===== src/rtl/bin2bcd_digits_if.sv =====
// Request/result bundle for the sequential binary-to-BCD converter.
// The master drives the conversion request; the slave returns status and display nibbles.
interface bin2bcd_digits_if #(
  parameter int BIN_W  = 16,
  parameter int DIGITS = 5
);
  logic                  start;
  logic [BIN_W-1:0]      bin;
  logic                  blankEn;
  logic                  busy;
  logic                  done;
  logic                  ovf;
  logic [4*DIGITS-1:0]   digits;

  modport master (
    output start, bin, blankEn,
    input  busy, done, ovf, digits
  );

  modport slave (
    input  start, bin, blankEn,
    output busy, done, ovf, digits
  );
endinterface


===== src/rtl/bin2bcd_digits.sv =====
// Shift-and-add-3 binary to BCD converter, one input bit per clock, with leading-zero
// blanking (4'hF) and an all-4'hE overflow pattern for the downstream 7-segment decoders.
module bin2bcd_digits #(
  parameter int BIN_W  = 16,
  parameter int DIGITS = 5
) (
  input  logic           clk,
  input  logic           rstN,
  bin2bcd_digits_if.slave bus
);

  localparam int CNT_W = $clog2(BIN_W + 1);
  localparam int BCD_W = 4 * DIGITS;

  typedef enum logic [1:0] {
    IDLE,
    SHIFT,
    DONE
  } stateT;

  stateT              state;
  stateT              stateNext;
  logic [BIN_W-1:0]   binReg;
  logic [BCD_W-1:0]   bcdReg;
  logic [BCD_W-1:0]   bcdAdj;
  logic [BCD_W-1:0]   bcdShift;
  logic [BCD_W-1:0]   digitsReg;
  logic [BCD_W-1:0]   digitsFmt;
  logic [CNT_W-1:0]   bitCnt;
  logic               ovfSticky;
  logic               ovfReg;
  logic               blankReg;
  logic               carryOut;
  logic               accept;
  logic               shiftEn;
  logic               finish;
  logic               leading;
  logic [3:0]         nib;

  // Add-3 correction per nibble, then the whole {bcd, bin} pair moves left one bit.
  always_comb begin
    bcdAdj = '0;
    for (int i = 0; i < DIGITS; i++) begin
      if (bcdReg[4*i +: 4] >= 4'd5) begin
        bcdAdj[4*i +: 4] = bcdReg[4*i +: 4] + 4'd3;
      end else begin
        bcdAdj[4*i +: 4] = bcdReg[4*i +: 4];
      end
    end
    bcdShift = {bcdAdj[BCD_W-2:0], binReg[BIN_W-1]};
    carryOut = bcdAdj[BCD_W-1];
  end

  // Display formatting of the finished scratch value: overflow pattern or blanked/raw BCD.
  always_comb begin
    digitsFmt = bcdReg;
    leading   = blankReg;
    nib       = 4'h0;
    for (int i = DIGITS - 1; i >= 1; i--) begin
      nib = bcdReg[4*i +: 4];
      if (leading && (nib == 4'h0)) begin
        digitsFmt[4*i +: 4] = 4'hF;
      end else begin
        leading = 1'b0;
      end
    end
    if (ovfSticky) begin
      digitsFmt = {DIGITS{4'hE}};
    end
  end

  always_ff @(posedge clk or negedge rstN) begin
    if (!rstN) begin
      state <= IDLE;
    end else begin
      state <= stateNext;
    end
  end

  // Shifting continues while the counter is nonzero; the edge that finds it at zero
  // publishes the formatted result and enters DONE.
  always_comb begin
    stateNext = state;
    accept    = 1'b0;
    shiftEn   = 1'b0;
    finish    = 1'b0;
    case (state)
      IDLE: begin
        if (bus.start) begin
          accept    = 1'b1;
          stateNext = SHIFT;
        end
      end
      SHIFT: begin
        if (bitCnt != '0) begin
          shiftEn = 1'b1;
        end else begin
          finish    = 1'b1;
          stateNext = DONE;
        end
      end
      DONE: begin
        stateNext = IDLE;
      end
      default: begin
        stateNext = IDLE;
      end
    endcase
  end

  always_ff @(posedge clk or negedge rstN) begin
    if (!rstN) begin
      binReg    <= '0;
      bcdReg    <= '0;
      bitCnt    <= '0;
      ovfSticky <= 1'b0;
      blankReg  <= 1'b0;
      digitsReg <= {DIGITS{4'hF}};
      ovfReg    <= 1'b0;
    end else begin
      if (accept) begin
        binReg    <= bus.bin;
        bcdReg    <= '0;
        bitCnt    <= CNT_W'(BIN_W);
        ovfSticky <= 1'b0;
        blankReg  <= bus.blankEn;
      end else if (shiftEn) begin
        binReg    <= {binReg[BIN_W-2:0], 1'b0};
        bcdReg    <= bcdShift;
        bitCnt    <= bitCnt - CNT_W'(1);
        ovfSticky <= ovfSticky | carryOut;
      end
      if (finish) begin
        digitsReg <= digitsFmt;
        ovfReg    <= ovfSticky;
      end
    end
  end

  assign bus.busy   = (state != IDLE);
  assign bus.done   = (state == DONE);
  assign bus.ovf    = ovfReg;
  assign bus.digits = digitsReg;

endmodule


===== src/flat_wrapper.sv =====
// flat-port wrapper written by rule: the top's interface ports become plain ports
module bin2bcd_digits_flat 
#(
  parameter int BIN_W  = 16,
  parameter int DIGITS = 5
)
  (clk, rstN, bus_start, bus_bin, bus_blankEn, bus_busy, bus_done, bus_ovf, bus_digits);
  bin2bcd_digits_if #(.BIN_W(BIN_W), .DIGITS(DIGITS)) bus_i ();
  input  logic clk;
  input  logic rstN;
  input wire logic [$bits(bus_i.start)-1:0] bus_start;
  input wire logic [$bits(bus_i.bin)-1:0] bus_bin;
  input wire logic [$bits(bus_i.blankEn)-1:0] bus_blankEn;
  output wire logic [$bits(bus_i.busy)-1:0] bus_busy;
  output wire logic [$bits(bus_i.done)-1:0] bus_done;
  output wire logic [$bits(bus_i.ovf)-1:0] bus_ovf;
  output wire logic [$bits(bus_i.digits)-1:0] bus_digits;
  assign bus_i.start = bus_start;
  assign bus_i.bin = bus_bin;
  assign bus_i.blankEn = bus_blankEn;
  assign bus_busy = bus_i.busy;
  assign bus_done = bus_i.done;
  assign bus_ovf = bus_i.ovf;
  assign bus_digits = bus_i.digits;
  bin2bcd_digits #(.BIN_W(BIN_W), .DIGITS(DIGITS)) u_core (.clk(clk), .rstN(rstN), .bus(bus_i));
endmodule

===== config.mk =====
export PLATFORM = sky130hd
export DESIGN_NAME = bin2bcd_digits_flat
export DESIGN_NICKNAME = d
export VERILOG_FILES = /design/src/rtl/bin2bcd_digits_if.sv /design/src/rtl/bin2bcd_digits.sv /design/src/flat_wrapper.sv
export SDC_FILE = /design/constraint.sdc
export NUM_CORES = 1
export LEC_CHECK = 0
export CAP_MARGIN = 10
export CORE_MARGIN = 1
export CORE_UTILIZATION = 44
export CTS_BUF_LIST = sky130_fd_sc_hd__clkbuf_8
export CTS_CLUSTER_SIZE = 30
export DETAILED_ROUTE_END_ITERATION = 7
export MAX_ROUTING_LAYER = met4
export PLACE_DENSITY = 0.73
export SKIP_LAST_GASP = 1
export SLEW_MARGIN = 5
export SYNTH_ARGS = -nofsm -noshare
export SYNTH_HDL_FRONTEND = slang
export SYNTH_SLANG_ARGS = --single-unit

===== constraint.sdc =====
create_clock -name clk -period 2 [get_ports clk]
set_clock_uncertainty 0.05 [all_clocks]
set_input_delay 0.2 -clock clk [delete_from_list [all_inputs] [get_ports clk]]
set_output_delay 0.2 -clock clk [all_outputs]
set_load 0.02 [all_outputs]

Word level (Yosys, flattened, before mapping)

Index checks and enable logic that the tools add are counted.

ROM bits: 0
Register bits after elaboration: 66
Logic and storage cells: 67
RAM bits: 0
Memories: 0
Latch bits: 0
Input port bits: 20
Output and inout bits: 23

$lt $le $gt $ge: 5
Bitwise gates (word level): 1
Equality and inequality tests: 4
Multiplexer cells: 30
Shift operators: 0
Div/mod/pow operators: 0
Multipliers: 0
Reduce and logical (&&, ||, !) cells: 13
Add/sub/neg operators: 6

Operators with widths:

| operator              | number |
|---|---|
| $mux W20              | 3 |
| $mux W4               | 9 |
| $mux W16              | 2 |
| $add A4 B2 Y4 const B | 5 |
| $ge A4 B3 Y1 const B  | 5 |
| $logic_not A4 Y1      | 4 |
| $mux W1               | 11 |
| $mux W5               | 2 |
| $reduce_bool A5 Y1    | 1 |
| $sub A5 B1 Y5 const B | 1 |
| $logic_and A1 B1 Y1   | 4 |
| $mux W2               | 2 |
| $ne A2 B2 Y1 const B  | 2 |
| $pmux W2 S2           | 1 |
| $reduce_bool A2 Y1    | 2 |
| $eq A2 B1 Y1 const B  | 1 |
| $eq A2 B2 Y1 const B  | 1 |
| $logic_not A2 Y1      | 1 |
| $reduce_and A2 Y1     | 1 |
| $or A1 B1 Y1          | 1 |

Depth between registers and ports, before layout

Depth in word-level cells: 10
Depth in mapped cells: 8
Depth with buffers taken out: 7

Least setup slack after synthesis

OpenSTA, ideal clock, no wires.

Path type: flip-flop to flip-flop
From: reg u_core.bcdReg[12]
To: reg u_core.digitsReg[5] (netlist: u_core.bus.digits[5])
Path slack: 62 ps
Data required time: 1892 ps
Data arrival time: 1830 ps
Stages on the path, launching flop included: 7
Library setup time: 58 ps
Path buffers: 0
Clock period less this slack: 1938 ps
Cells stage by stage: dfrtp_1 > inv_1 > ha_1 > or3b_4 > or4_4 > o21ai_2 > o22a_2

Cells in the longest elaborated chain, start to end: 8

Ends and longest elaborated chain:

| element                 | RTL line              | text |
|---|---|---|
| start, declared         | bin2bcd_digits.sv:24  | `logic [BCD_W-1:0] bcdReg;` |
| start signal, assigned  | bin2bcd_digits.sv:129 | `bcdReg <= bcdShift;` |
| $logic_not A4 Y1 (*)    | bin2bcd_digits.sv:61  | `if (leading && (nib == 4'h0)) begin` |
| $logic_and A1 B1 Y1 (*) | bin2bcd_digits.sv:61  |  |
| $mux W1 (*)             | bin2bcd_digits.sv:61  |  |
| $logic_and A1 B1 Y1     | bin2bcd_digits.sv:61  |  |
| $mux W1 (*)             | bin2bcd_digits.sv:61  |  |
| $logic_and A1 B1 Y1 (*) | bin2bcd_digits.sv:61  |  |
| $mux W4 (*)             | bin2bcd_digits.sv:61  |  |
| $mux W20 (*)            | bin2bcd_digits.sv:67  | `if (ovfSticky) begin` |
| end signal, assigned    | bin2bcd_digits.sv:118 | `digitsReg <= {DIGITS{4'hF}};` |
| end signal, assigned    | bin2bcd_digits.sv:134 | `digitsReg <= digitsFmt;` |
| end, declared           | bin2bcd_digits.sv:27  | `logic [BCD_W-1:0] digitsReg;` |

Mark *: on every way between the ends. The rest lies on a longest branch, timed or not.
A chain may end at the register's enable or synchronous reset.

Final worst setup path

From: reg u_core.bcdReg[12]
To: reg u_core.digitsReg[4] (netlist: u_core.bus.digits[4])

The elaborated chain is that of the path after synthesis.

==> impl_metrics.yaml <==
synth:
  synthesis.area_um2: 3230
  seq_area_frac_synth: 0.520
  synth_flop_cell: "dfrtp_1"
  syn_inst: 317
  yosys_warnings: 0
  synth-seq-cells: 66
  ys_types: 41
  synthArstFlopShare: 1.00
  syn_nets: 352
  synth-edff-count: 0
  synth_area_per_cell_um2: 10.2
worst_setup_path:
  reg2reg_from: "u_core.bcdReg[12]$_DFFE_PN0P_"
  cp-end-kind: "register"
  r2r_slack_ns: 0.05
  start_kind: "register"
  cpLargestDelayFamily: "simple AND/OR/NAND/NOR gates"
  crit_slowest_cell: "or4_4"
  reg2reg_to: "u_core.bus.digits[4]$_DFFE_PN1P_"
  crit_path_end: "u_core.bus.digits[4]$_DFFE_PN1P_"
  cp.depth: 6
  cp.arrival_ns: 2.17
  max_stage_delay_ns: 0.56
  crit_fanout: 4
  crit_buf_inv: 1
  cp-startpoint: "u_core.bcdReg[12]$_DFFE_PN0P_"
  setup.worst_path.class: "reg2reg"
  ff2ff_path_depth: 6
  worstPathRequired_ns: 2.22
  worstPathCellList: "inv_2, ha_1, or3b_4, or4_4, o21a_1, o21ai_2"
clock_tree:
  cts_root_buf: "clkbuf_8"
  numCtsBuffers: 9
  cts_buffer_depth: 2
  clkSinkCount: 66
  htree_levels: 3
  clock_latency_ns: 0.34
  cts_tree: "done"
  clk_pin_slew_ns: 0.06
die:
  die_w_um: 87.6
  initial_utilization: 0.465
  dieArea_um2: 7680
  rows: 30
  core_um2: 6940
  io_pins: 43
  fp.dieH_um: 87.6
route:
  drt_wl_total_um: 6970
  first_pass_iters: 4
  vias_per_cell: 5.32
  wl_per_cell_um: 14.4
  postRouteAntennaNets: 0
  drt_iter0_markers: 105
  num_vias: 2577
  drc: 0
final_layout:
  diodes: 0
  fin_util: 0.594
  drive_gt1_frac: 0.209
  layout_commonest_cell: "nand2_1"
  final_cell_mix: "nand2_1 (56), dfrtp_1 (46), clkdlybuf4s50_1 (40)"
  area_growth_pct: 27.8
  layout.nets: 418
sta:
  slew_headroom: 0.575
  drv_slew: 0
  hold_viol: 0
  finalSetupTns_ns: 0
  period_share: 0.975
  setup_viol: 0
  grt_setup_unrepaired: "yes"
  min_period_ns: 1.95
  max_slew.worst_pin.slew_ns: 0.637
  max_freq_ghz: 0.513
  fin_ws_ns: 0.0493
global_route:
  grt-busiest-layer: "met2"
  grt_pass1_wl_um: 12000
  grt_max_degree: 29
  antenna_found_initial: 0
  grt_pass1_vias: 2491
  grt-ovfl-total: 0
  use_met2: 0.330
  grt_usage: 0.213
  use_met3: 0.0518
  met1_usage: 0.272
pwr:
  power_frac_clock: 0.133
  swShare: 0.393
  cellPowerDensity_nw_per_um2: 1680
  p_leak_nw: 1.80
  pwr-share-seq: 0.371
  power.internal_w: 0.00421
  power_frac_comb: 0.497
  power_switching_w: 0.00273
  ir_worst_vdd_uv: 550
placement:
  place_congestion: 0.857
  hpwl_um: 5040
  numPortBuffers: 42
  place_ws_ns: 0.00301
status:
  status: "complete, no violations"
flow_run:
  drv_cap: 0
hold_path:
  holdPathStages: 3
  min_path_type: "in2reg"
[Yosys cell counts (2+ instances only)]
cell,count,area (um2)
a22oi_1,13,97.6
a21oi_1,17,85.1
o31ai_1,7,52.6
dfrtp_1,46,1150
clkbuf_1,8,30.0
nand3_1,14,70.1
buf_2,4,20.0
inv_1,14,52.6
nor3b_1,5,37.5
o21ai_0,31,155
o22a_2,4,40.0
nand2b_1,7,43.8
a32o_1,4,40.0
xnor2_1,5,43.8
ha_1,15,188
o21ai_2,2,17.5
dfstp_2,20,526
or3_1,2,12.5
o22a_1,8,70.1
nand2_1,56,210
nor2_1,10,37.5
mux2i_1,2,20.0
mux2_2,5,56.3
[worst min-delay path by stage]
stage          slack (ns)                           end   startpoint
2_1_floorplan       -0.15  u_core.bcdReg[0]$_DFFE_PN0P_         rstN
3_3_place_gp         0.20  u_core.binReg[5]$_DFFE_PN0P_         rstN
3_5_place_dp         0.21  u_core.binReg[5]$_DFFE_PN0P_         rstN
4_1_cts              0.36   u_core.blankReg$_DFFE_PN0P_  bus_blankEn
5_1_grt              0.36   u_core.blankReg$_DFFE_PN0P_  bus_blankEn
6_report             0.35   u_core.blankReg$_DFFE_PN0P_  bus_blankEn
[layer usage]
metal / part of all wire / vias up
met4: 0.015 / 0
met1: 0.47 / 1257
met2: 0.47 / 57
met3: 0.039 / 9
li1: - / 1254
met5: 0 / -
[what timing repair did]
item | CTS | global route
hold buffers | 1 | 0
endpoints found under the setup margin | 1 | 27
gates resized for setup | 1 | 7
pin swaps | 0 | 7
hold endpoints to repair | 14 | 0
cloned | 0 | 0
setup buffers | 0 | 1
[per-stage QoR]
stage | power [W] | hold slack [ns] | instance area (um2) | std cells
finish | 0.00694 | 0.355 | 4130 | 484
global route | 0.00752 | 0.357 | 4130 | 484
CTS | 0.00697 | 0.364 | 4090 | 483
detailed placement | 0.00604 | 0.210 | 3920 | 466
global placement | 0.00587 | 0.201 | 3920 | 466
floorplan | 0.00472 | -0.146 | 3230 | 317
[area by class of cell]
type                       instances  area [um2]
tap                               96         120
inverter                          15        56.3
timing repair buffer              67         646
multi-input combinational        224        1470
sequential                        66        1680
clock inverter                     6        23.8
clock buffer                      10         138
fill                             580        2820
[sequential cells by signal, summed over array words and instances, names as in the netlist]
register / count
u_core.bitCnt: 5
u_core.binReg: 16
u_core.bus.ovf: 1
u_core.bus.digits: 20
u_core.ovfSticky: 1
u_core.state: 2
u_core.bcdReg: 20
u_core.blankReg: 1
[power by group through the flow]
| stage | logic, W | registers (W) | clock network [W] |
|---|---|---|---|
| 5_1_grt | 0.00385 | 0.00267 | 0.00101 |
| 3_5_place_dp | 0.00345 | 0.00258 | 0 |
| 6_report | 0.00345 | 0.00257 | 0.000921 |
| 2_1_floorplan | 0.00198 | 0.00275 | 0 |
| 3_3_place_gp | 0.00332 | 0.00255 | 0 |
| 4_1_cts | 0.00346 | 0.00256 | 0.000947 |
[kinds of logic after synthesis]
logic type | share of synthesized area
adders and majority gates | 0.0582
buffers and inverters | 0.0330
DFF | 0.520
xor gates and xnor gates | 0.0136
muxes | 0.0237
AOI/OAI and AO/OA | 0.185
and+or+nand+nor | 0.168
[worst register-to-register path, stage by stage (launching register included)]
cell     delay, ns
dfrtp_1       0.39
inv_2         0.06
ha_1          0.12
or3b_4        0.38
or4_4         0.56
o21a_1        0.21
o21ai_2       0.11
Power figures use the tool's default switching activity.
